==> src/rtl/jtframe_lfbuf_ddr_xfer.sv <==
// DDR3 burst engine below the line-frame-buffer line stage: writes a finished line
// to DDR and clears it, and reads a line of the opposite bank into the screen buffer.
module jtframe_lfbuf_ddr_xfer #(
  parameter int unsigned HW   = 9,
  parameter int unsigned VW   = 8,
  parameter logic [28:0] BASE = 29'h0
) (
  input  logic          clk,
  input  logic          rst,
  input  logic          frame,
  input  logic          wr_req,
  input  logic [VW-1:0] wr_line,
  input  logic          rd_req,
  input  logic [VW-1:0] rd_line,
  output logic          wr_done,
  output logic          rd_done,
  output logic [HW-3:0] fb_addr,
  input  logic [63:0]   fb_din,
  output logic          fb_we,
  output logic [HW-3:0] scr_addr,
  output logic [63:0]   scr_data,
  output logic          scr_we,
  output logic          ddram_clk,
  input  logic          ddram_busy,
  output logic [7:0]    ddram_burstcnt,
  output logic [28:0]   ddram_addr,
  input  logic [63:0]   ddram_dout,
  input  logic          ddram_dout_ready,
  output logic          ddram_rd,
  output logic [63:0]   ddram_din,
  output logic [7:0]    ddram_be,
  output logic          ddram_we,
  input  logic [7:0]    st_addr,
  output logic [7:0]    st_dout
);

  localparam int unsigned AW = HW - 2;
  localparam int unsigned NW = 1 << AW;
  localparam int unsigned LW = 1 + VW + AW;
  localparam logic [AW-1:0] LAST = {AW{1'b1}};

  localparam logic [2:0] ST_IDLE    = 3'd0;
  localparam logic [2:0] ST_RD_REQ  = 3'd1;
  localparam logic [2:0] ST_RD_DATA = 3'd2;
  localparam logic [2:0] ST_WR_FILL = 3'd3;
  localparam logic [2:0] ST_WR_BEAT = 3'd4;
  localparam logic [2:0] ST_CLR     = 3'd5;

  logic [2:0]    state_q, state_d;
  logic          rd_pend_q, rd_pend_d, wr_pend_q, wr_pend_d;
  logic [VW-1:0] rd_line_q, rd_line_d, wr_line_q, wr_line_d;
  logic          rd_bank_q, rd_bank_d, wr_bank_q, wr_bank_d;
  logic [AW-1:0] cnt_q, cnt_d;
  logic          fill_ph_q, fill_ph_d;
  logic          nxt_vld_q, nxt_vld_d;
  logic [AW-1:0] fb_addr_q, fb_addr_d;
  logic          fb_we_q, fb_we_d;
  logic [AW-1:0] scr_addr_q, scr_addr_d;
  logic [63:0]   scr_data_q, scr_data_d;
  logic          scr_we_q, scr_we_d;
  logic          wr_done_q, wr_done_d, rd_done_q, rd_done_d;
  logic [28:0]   ddram_addr_q, ddram_addr_d;
  logic          ddram_rd_q, ddram_rd_d, ddram_we_q, ddram_we_d;
  logic [63:0]   ddram_din_q, ddram_din_d;
  logic [7:0]    stall_q, stall_d;
  logic [7:0]    st_dout_q, st_dout_d;
  logic          rd_clr, wr_clr;
  logic [LW-1:0] rd_off, wr_off;
  logic [28:0]   rd_base, wr_base;

  // Line base addresses from the latched bank/line
  assign rd_off  = {rd_bank_q, rd_line_q, {AW{1'b0}}};
  assign wr_off  = {wr_bank_q, wr_line_q, {AW{1'b0}}};
  assign rd_base = BASE + 29'(rd_off);
  assign wr_base = BASE + 29'(wr_off);

  always_comb begin
    state_d      = state_q;
    rd_pend_d    = rd_pend_q;
    wr_pend_d    = wr_pend_q;
    rd_line_d    = rd_line_q;
    wr_line_d    = wr_line_q;
    rd_bank_d    = rd_bank_q;
    wr_bank_d    = wr_bank_q;
    cnt_d        = cnt_q;
    fill_ph_d    = fill_ph_q;
    nxt_vld_d    = nxt_vld_q;
    fb_addr_d    = fb_addr_q;
    fb_we_d      = 1'b0;
    scr_addr_d   = scr_addr_q;
    scr_data_d   = scr_data_q;
    scr_we_d     = 1'b0;
    wr_done_d    = 1'b0;
    rd_done_d    = 1'b0;
    ddram_addr_d = ddram_addr_q;
    ddram_rd_d   = ddram_rd_q;
    ddram_we_d   = ddram_we_q;
    ddram_din_d  = ddram_din_q;
    stall_d      = stall_q;
    st_dout_d    = 8'd0;
    rd_clr       = 1'b0;
    wr_clr       = 1'b0;

    case (state_q)
      ST_IDLE: begin
        cnt_d = '0;
        if (rd_pend_q) begin
          ddram_addr_d = rd_base;
          ddram_rd_d   = 1'b1;
          state_d      = ST_RD_REQ;
        end else if (wr_pend_q) begin
          ddram_addr_d = wr_base;
          fb_addr_d    = '0;
          fill_ph_d    = 1'b0;
          state_d      = ST_WR_FILL;
        end
      end
      ST_RD_REQ: begin
        if (!ddram_busy) begin
          ddram_rd_d = 1'b0;
          state_d    = ST_RD_DATA;
        end
      end
      ST_RD_DATA: begin
        if (ddram_dout_ready) begin
          scr_we_d   = 1'b1;
          scr_data_d = ddram_dout;
          scr_addr_d = cnt_q;
          cnt_d      = cnt_q + 1'b1;
          if (cnt_q == LAST) begin
            rd_done_d = 1'b1;
            rd_clr    = 1'b1;
            state_d   = ST_IDLE;
          end
        end
      end
      // First cycle presents the address, second captures the line-buffer word
      ST_WR_FILL: begin
        fill_ph_d = 1'b1;
        if (fill_ph_q) begin
          ddram_din_d = fb_din;
          ddram_we_d  = 1'b1;
          fb_addr_d   = cnt_q + 1'b1;
          nxt_vld_d   = 1'b0;
          fill_ph_d   = 1'b0;
          state_d     = ST_WR_BEAT;
        end
      end
      // nxt_vld_q: fb_din already holds word cnt+1, so a stalled beat can chain without a gap
      ST_WR_BEAT: begin
        if (!ddram_busy) begin
          cnt_d = cnt_q + 1'b1;
          if (cnt_q == LAST) begin
            ddram_we_d = 1'b0;
            cnt_d      = '0;
            fb_addr_d  = '0;
            fb_we_d    = 1'b1;
            state_d    = ST_CLR;
          end else if (nxt_vld_q) begin
            ddram_din_d = fb_din;
            fb_addr_d   = cnt_q + AW'(2);
            nxt_vld_d   = 1'b0;
          end else begin
            ddram_we_d = 1'b0;
            fill_ph_d  = 1'b1;
            state_d    = ST_WR_FILL;
          end
        end else begin
          nxt_vld_d = 1'b1;
        end
      end
      ST_CLR: begin
        if (cnt_q == LAST) begin
          wr_done_d = 1'b1;
          wr_clr    = 1'b1;
          cnt_d     = '0;
          state_d   = ST_IDLE;
        end else begin
          fb_we_d   = 1'b1;
          cnt_d     = cnt_q + 1'b1;
          fb_addr_d = cnt_q + 1'b1;
        end
      end
      default: state_d = ST_IDLE;
    endcase

    // A request arriving on the clearing cycle stays queued
    if (rd_clr) rd_pend_d = 1'b0;
    if (wr_clr) wr_pend_d = 1'b0;
    if (rd_req) begin
      rd_pend_d = 1'b1;
      rd_line_d = rd_line;
      rd_bank_d = ~frame;
    end
    if (wr_req) begin
      wr_pend_d = 1'b1;
      wr_line_d = wr_line;
      wr_bank_d = frame;
    end

    if ((ddram_we_q || ddram_rd_q) && ddram_busy && (stall_q != 8'hFF))
      stall_d = stall_q + 8'd1;

    case (st_addr)
      8'd0:    st_dout_d = {5'd0, state_q};
      8'd1:    st_dout_d = 8'(wr_line_q);
      8'd2:    st_dout_d = 8'(rd_line_q);
      8'd3:    st_dout_d = stall_q;
      default: st_dout_d = 8'd0;
    endcase
  end

  always_ff @(posedge clk) begin
    if (rst) begin
      state_q      <= ST_IDLE;
      rd_pend_q    <= 1'b0;
      wr_pend_q    <= 1'b0;
      rd_line_q    <= '0;
      wr_line_q    <= '0;
      rd_bank_q    <= 1'b0;
      wr_bank_q    <= 1'b0;
      cnt_q        <= '0;
      fill_ph_q    <= 1'b0;
      nxt_vld_q    <= 1'b0;
      fb_addr_q    <= '0;
      fb_we_q      <= 1'b0;
      scr_addr_q   <= '0;
      scr_data_q   <= '0;
      scr_we_q     <= 1'b0;
      wr_done_q    <= 1'b0;
      rd_done_q    <= 1'b0;
      ddram_addr_q <= '0;
      ddram_rd_q   <= 1'b0;
      ddram_we_q   <= 1'b0;
      ddram_din_q  <= '0;
      stall_q      <= 8'd0;
      st_dout_q    <= 8'd0;
    end else begin
      state_q      <= state_d;
      rd_pend_q    <= rd_pend_d;
      wr_pend_q    <= wr_pend_d;
      rd_line_q    <= rd_line_d;
      wr_line_q    <= wr_line_d;
      rd_bank_q    <= rd_bank_d;
      wr_bank_q    <= wr_bank_d;
      cnt_q        <= cnt_d;
      fill_ph_q    <= fill_ph_d;
      nxt_vld_q    <= nxt_vld_d;
      fb_addr_q    <= fb_addr_d;
      fb_we_q      <= fb_we_d;
      scr_addr_q   <= scr_addr_d;
      scr_data_q   <= scr_data_d;
      scr_we_q     <= scr_we_d;
      wr_done_q    <= wr_done_d;
      rd_done_q    <= rd_done_d;
      ddram_addr_q <= ddram_addr_d;
      ddram_rd_q   <= ddram_rd_d;
      ddram_we_q   <= ddram_we_d;
      ddram_din_q  <= ddram_din_d;
      stall_q      <= stall_d;
      st_dout_q    <= st_dout_d;
    end
  end

  assign wr_done        = wr_done_q;
  assign rd_done        = rd_done_q;
  assign fb_addr        = fb_addr_q;
  assign fb_we          = fb_we_q;
  assign scr_addr       = scr_addr_q;
  assign scr_data       = scr_data_q;
  assign scr_we         = scr_we_q;
  assign ddram_clk      = clk;
  assign ddram_burstcnt = 8'(NW);
  assign ddram_addr     = ddram_addr_q;
  assign ddram_rd       = ddram_rd_q;
  assign ddram_din      = ddram_din_q;
  assign ddram_be       = 8'hFF;
  assign ddram_we       = ddram_we_q;
  assign st_dout        = st_dout_q;

endmodule

==> config.mk <==
export PLATFORM = sky130hd
export DESIGN_NAME = jtframe_lfbuf_ddr_xfer
export DESIGN_NICKNAME = d
export VERILOG_FILES = /design/src/rtl/jtframe_lfbuf_ddr_xfer.sv
export SDC_FILE = /design/constraint.sdc
export NUM_CORES = 1
export LEC_CHECK = 0
export BUFFER_PORTS_ARGS = -buffer_cell sky130_fd_sc_hd__buf_2
export CELL_PAD_IN_SITES_DETAIL_PLACEMENT = 1
export CELL_PAD_IN_SITES_GLOBAL_PLACEMENT = 2
export CORE_MARGIN = 4
export CORE_UTILIZATION = 27
export DETAILED_ROUTE_END_ITERATION = 10
export PLACE_DENSITY = 0.85
export SLEW_MARGIN = 10
export SYNTH_ARGS = -nofsm -noshare
export SYNTH_HDL_FRONTEND = slang
export SYNTH_SLANG_ARGS = --single-unit
export TNS_END_PERCENT = 1
==> constraint.sdc <==
create_clock -name clk -period 2.1 [get_ports clk]
set_clock_uncertainty 0.05 [all_clocks]
set_input_delay 0.42 -clock clk [delete_from_list [all_inputs] [get_ports clk]]
set_output_delay 0.42 -clock clk [all_outputs]
set_load 0.02 [all_outputs]
# After elaboration in Yosys (flattened, before gate mapping)
# Cells that the tools add are included.
totals:
  out_inout_bits: 202
  word_cells: 138
  register_bits: 225
  inputBits: 159
classes:
  mux: 61
  eq_ne: 25
  n_addsub: 3
  n_reduce_logical: 24
  bitwise_logic: 2
op_table:
  columns: ["cell", "count"]
  rows:
  - ["$mux 64", 4]
  - ["$pmux 64 s2", 1]
  - ["$mux 7", 10]
  - ["$mux 29", 2]
  - ["$pmux 7 s4", 2]
  - ["$pmux 8 s4", 1]
  - ["$mux 3", 9]
  - ["$mux 1", 26]
  - ["$ne 2x2->1 const B", 11]
  - ["$pmux 3 s6", 1]
  - ["$eq 8x2->1 const B", 2]
  - ["$ne 3x3->1 const B", 4]
  - ["$reduce_and 6->1", 2]
  - ["$reduce_bool 2->1", 5]
  - ["$reduce_and 3->1", 3]
  - ["$add 8x1->8 const B", 1]
  - ["$eq 8x1->1 const B", 1]
  - ["$logic_not 8->1", 1]
  - ["$ne 8x8->1 const B", 1]
  - ["$pmux 1 s2", 4]
  - ["$reduce_bool 4->1", 2]
  - ["$add 7x1->7 const B", 1]
  - ["$add 7x2->7 const B", 1]
  - ["$eq 7x7->1 const B", 1]
  - ["other kinds (14)", 19]

# Longest topological paths before layout
# Gate-level depths: netlist of run 1.
logic_depth:
  ltp_word: 6
  mapped_depth: 8
  ltp_nobuf: 6

==> metrics.txt, run 1 <==
outcome completed; critical-path cell list nand3b_1, o2bb2ai_2, a21oi_4, buf_12, buf_12, mux2i_1, nor2_1; via count 8267; Final Routed Wirelength 29.8 mm; Synth Warn # 0; PortBufs ~320; Sw Ratio 31.6%; endpoints failing setup 0; Core Box Area 30600 µm²; site row count 64; crit-path max FO 19; CP dominant cell by count buf_12; Comb pwr share 26.5%; Yosys reg bits around 210; met2 GRT Util just under 30%; fin cells 1810; sequential share of power approximately 37%; most frequent cells in the layout buf_2, dfxtp_1, nand2_1, dlygate4sd3_1, nor2_1; via/cell ratio approximately 4.6; post-DP HPWL approximately 20 mm; die area 34000 µm²; Mean Syn Cell Area 9.05 µm²; Clock Latency Late Sink 0.63 ns; drt wl/cell 16.5 µm; Fin. Hold Viols 0; worst hold margin 0.0272 ns; crit share post-route 92.5%; Pins Over Slew Limit 0; HP Class input port to register; drt drc 0; Die H 184 µm; Synth Cell Area between 8000 and 9000 µm²; sequential share of the synthesized area about half; Gate Count Post-Synth 927; power density over cell area slightly below 1000 nW/µm²; initial antenna violation count 2; area delta synth->final 51.2%; internal power 8330 µW; Worst setup SP type register; clock slew at reported path FFs 0.06 ns; Final min period 1.94 ns; worst slew pin tran 0.532 ns; share of cells above drive strength 1 a little under a third; crit path DAT 2.38 ns; largest net degree at the start of global routing 83; library cells used by synthesis 63; total power draw 12200 µW; vias in the first global route 8902; most common cell after layout, fill and taps aside buf_2; Sw Pwr 3860 µW; Final ANT Viol Nets 0; Top Usage Layer GRT met2; kind of critical path register to register; Worst path slowest cell dfxtp_1; DRT Pass-1 Iters 4; clock network fraction of total power 36.7%; post-placement cell count 1619; Final #Nets 1559; GRT Total Usage roughly 17%; Post-synth EDFFs 0; DRT iter0 DRCs 278; Die X ~180 µm; maxcap violations 0; initial core utilization a little over a quarter; first-pass GRT wire length between 40 and 50 mm; Post-synth top flop dfxtp_1; FFs w/ async S/R, synth 0%; GR Layer Usage met3 4.12%; required time of the critical path around 2.5 ns; gr ovfl total 0; max incr delay on CP 0.43 ns; Placer Congestion 0.788; peak supply drop 0.000711 V; CTS tree yes; I/O Pins 361; f_max approximately 510 MHz; RSZ-0062 raised after global routing false; Slew headroom ~65%; met1 usage a little under 20%; setup tns final 0 ns; Leakage around 0.0056 µW; Critical Path End Type register
-- cells by family after synthesis --
kind of cell	synth area share (%)
xor gates and xnor gates	1.03
and+or+nand+nor	17.5
muxes	13.0
DFF	48.9
buffers and inverters	7.95
other	0.0895
AOI/OAI and AO/OA	11.0
adders and majority gates	0.447
-- power groups by stage --
stage	Combinational, µW	Sequential, µW	Clock, µW
4_1_cts	3230	4490	4650
6_report	3220	4500	4470
2_1_floorplan	1710	4900	55.6
5_1_grt	3550	4540	4820
3_3_place_gp	2940	4550	44.5
3_5_place_dp	3000	4570	44.5
-- metrics by stage --
stage,instance area (µm²),utilization (%),setup slack [ns]
final,12700,41.5,0.157
after global routing,12700,41.5,0.0323
after CTS,12700,41.4,0.0567
after detailed placement,10400,33.9,0.0963
after global placement,10400,33.9,0.206
after floorplan,8520,-,0.182
-- final timing paths --
check                                 start                    endpoint  slack (ns)  cells after the start
setup / recovery    state_q[2]$_SDFFE_PP0P_  ddram_din[22]$_SDFFE_PP0P_        0.16                      7
hold / removal                   fb_din[50]  ddram_din[50]$_SDFFE_PP0P_        0.03                      3
setup reg to reg    state_q[2]$_SDFFE_PP0P_  ddram_din[22]$_SDFFE_PP0P_        0.16                      7
hold reg to reg   scr_data[36]$_SDFFE_PP0P_   scr_data[36]$_SDFFE_PP0P_        0.40                      2
-- layout make-up --
type / instances / area [µm²]
fillers: 3612 / 17900
inverters: 3 / 11.3
well taps: 396 / 495
repair buffers: 507 / 3450
multi-input cells: 652 / 3760
clock inverters: 6 / 55.1
clock buffers: 40 / 807
diodes: 1 / 2.50
flip-flops and latches: 205 / 4110
-- repair_timing --
action | CTS | global route
setup endpoints to repair | 0 | 28
hold buffers | 143 | 0
gates resized for setup | 0 | 1
setup buffers | 0 | 2
endpoints found under the hold margin | 143 | 0
-- synthesized netlist by cell type (6+ instances only) --
cell / instances / area (µm²)
dfxtp_1: 205 / 4100
nand2_1: 167 / 627
nor2_1: 121 / 454
mux2i_1: 97 / 971
a21oi_1: 89 / 445
clkbuf_1: 44 / 165
buf_4: 38 / 285
o21ai_0: 11 / 55.1
a211oi_1: 10 / 75.1
buf_2: 10 / 50.1
nor3_1: 9 / 45.0
and3_1: 8 / 50.1
nand3_1: 8 / 40.0
buf_12: 7 / 140
a22oi_1: 6 / 45.0
-- state kept, by name, indices dropped and copies added (netlist names), 3 cells and up --
name        flops
ddram_din      64
scr_data       64
ddram_addr      9
rd_line_q       8
st_dout         8
stall_q         8
wr_line_q       8
cnt_q           7
fb_addr         7
scr_addr        7
state_q         3
-- worst max-delay path, delay by kind of cell, from the launching register on --
kind	cells	cell delay, ns
mux	1	0.23
buf+inv	2	0.39
compound gates	2	0.29
simple gates	2	0.39
flops	1	0.43
-- per-layer routing --
layer | wire (µm) | vias to the layer above | part of all wire (%)
li1 | - | 4002 | -
met1 | 12000 | 3927 | 40
met2 | 14900 | 266 | 50
met3 | 2030 | 68 | 6.8
met4 | 935 | 4 | 3.1
met5 | 27 | - | 0.091
No activity file was read; power rests on OpenSTA's default activity.
==> run 2: changes to the inputs <==
--- a/config.mk
+++ b/config.mk
@@ -9,9 +9,10 @@
 export CELL_PAD_IN_SITES_DETAIL_PLACEMENT = 1
 export CELL_PAD_IN_SITES_GLOBAL_PLACEMENT = 2
 export CORE_MARGIN = 4
-export CORE_UTILIZATION = 27
+export CORE_UTILIZATION = 28
+export CTS_BUF_LIST = sky130_fd_sc_hd__clkbuf_4
 export DETAILED_ROUTE_END_ITERATION = 10
-export PLACE_DENSITY = 0.85
+export PLACE_DENSITY = 0.88
 export SLEW_MARGIN = 10
 export SYNTH_ARGS = -nofsm -noshare
 export SYNTH_HDL_FRONTEND = slang
==> run 2 against run 1 <==
Net effect:
- critical path depth increased by 1
- utilization increased by 1.6 points
- combinational power about the same
- largest cell class unchanged
- largest power group unchanged
==> metrics.txt, run 2 (synthesis gave the netlist of run 1 again) <==
I/O Pins 361 (unchanged); die area 32800 µm² (-3.4%); Slew headroom 61.7% (-2.8 points); CTS tree yes; Final #Nets 1607 (+3.1%); CP dominant cell by count buf_12; Pins Over Slew Limit 0 (unchanged); GRT Total Usage 18.7% (+2.1 points); DRT iter0 DRCs 308 (+11%); largest net degree at the start of global routing 74 (-11%); crit path DAT 2.60 ns (+0.22 ns); first-pass GRT wire length 50.3 mm (+7.7%); via count 8645 (+4.6%); most frequent cells in the layout buf_2, dfxtp_1, nand2_1, dlygate4sd3_1, nor2_1; max incr delay on CP 0.32 ns (-0.11 ns); Final Routed Wirelength 32.1 mm (+7.6%); Fin. Hold Viols 0 (unchanged); area delta synth->final 52.2%; crit-path max FO 24 (+5); site row count 63 (-1.6%); Critical Path End Type register; Core Box Area 29600 µm² (-3.1%); peak supply drop 0.000483 V (-32%); HP Class input port to register; internal power 7740 µW (-7.0%); Comb pwr share 27.7% (+1.2 points); setup tns final 0 ns (unchanged); worst slew pin tran 0.574 ns (+0.0423 ns); clock slew at reported path FFs 0.06 ns (about the same); flop-to-flop setup slack 0.10 ns (-0.05 ns); DRT Pass-1 Iters 4 (unchanged); fin cells 1884 (+4.1%); Sw Ratio 34.2% (+2.6 points); Die X 181 µm (-1.7%); power density over cell area 921 nW/µm² (-4.1%); PortBufs 324 (unchanged); most common cell after layout, fill and taps aside buf_2; f_max 501 MHz (-2.7%); Die H 181 µm (-1.7%); required time of the critical path 2.71 ns (+0.17 ns); initial core utilization 28.3% (+0.88 points); clock network fraction of total power 34.1% (-2.6 points); endpoints failing setup 0 (unchanged); Worst path slowest cell dfxtp_1; drt drc 0 (unchanged); crit share post-route 95.1% (+2.6 points); Clock Latency Late Sink 0.78 ns (+0.15 ns); post-placement cell count 1611 (-0.49%); share of cells above drive strength 1 31.8% (+1.6 points); kind of critical path register to register; Worst setup SP type register; Final ANT Viol Nets 0 (unchanged); Leakage 0.00571 µW (+1.9%); Sw Pwr 4030 µW (+4.4%); gr ovfl total 0 (unchanged); sequential share of power 38.2% (+1.3 points); maxcap violations 0 (unchanged); final core utilization 43.1% (+1.6 points); outcome completed; critical-path cell list ha_1, nand3_2, o211ai_2, a21oi_4, buf_12, buf_12, mux2i_1, nor2_1; via/cell ratio 4.59 (+0.46%); post-DP HPWL 19.8 mm (about the same); drt wl/cell 17.0 µm (+3.4%); initial antenna violation count 3 (+1); vias in the first global route 9378 (+5.3%); Final min period 2.00 ns (+0.0542 ns); Placer Congestion 0.797 (+1.1%)
run 2: power groups by stage:
stage	Sequential, µW	Clock (µW)	Combinational (µW)
after CTS	4480	4180	3210
after global placement	4550	44.5	2890
after floorplan	4900	55.6	1710
after global routing	4550	4410	3550
after detailed placement	4570	44.5	2970
final	4500	4020	3250
run 2: per-layer routing:
| layer | global-route usage (%) | vias to the layer above | wire length [µm] |
|---|---|---|---|
| met5 | 0 | - | 7 |
| met4 | 7.48 | 2 | 1170 |
| met3 | 5.29 | 81 | 2030 |
| met2 | 34.0 | 318 | 16500 |
| met1 | 20.5 | 4111 | 12400 |
| li1 | - | 4133 | - |
run 2: layout make-up:
class                   count  area (µm²)
well taps                 390         488
clock buffers              90         673
clock inverters            22         139
inverters                   3        11.3
flip-flops and latches    205        4100
diodes                      2        5.00
multi-input cells         652        3770
repair buffers            520        3580
fillers                  3539       16900
run 2: metrics by stage:
step / worst slack (ns) / total power (µW) / cell area, µm² / hold WS [ns]
3_5_place_dp: 0.141 / 7580 / 10300 / 0.394
6_report: 0.103 / 11800 / 12800 / 0.0694
3_3_place_gp: 0.194 / 7490 / 10300 / 0.388
2_1_floorplan: 0.182 / 6660 / 8520 / 0.410
4_1_cts: 0.0601 / 11900 / 12800 / 0.00557
5_1_grt: -0.000314 / 12500 / 12800 / 0.0110
run 2: worst paths after layout:
check	from	to	cells past startpoint
worst min register to register	scr_data[20]$_SDFFE_PP0P_	scr_data[20]$_SDFFE_PP0P_	2
worst min-delay path	st_addr[7]	st_dout[7]$_SDFF_PP0_	4
worst max register to register	cnt_q[0]$_SDFFE_PP0P_	ddram_din[24]$_SDFFE_PP0P_	8
worst max-delay path	cnt_q[0]$_SDFFE_PP0P_	ddram_din[24]$_SDFFE_PP0P_	8
run 2: repair_timing:
item,4_1_cts,5_1_grt
resized for setup,0,3
hold buffers,160,0
hold endpoints to repair,168,0
buffers inserted,0,0
endpoints found under the setup margin,0,11
run 2: worst max-delay path, delay by kind of cell (launching register included):
family	cells	cell delay, ns
fa+ha+maj	1	0.23
mux	1	0.25
compound gates	2	0.33
simple gates	2	0.27
flops	1	0.32
buf+inv	2	0.38
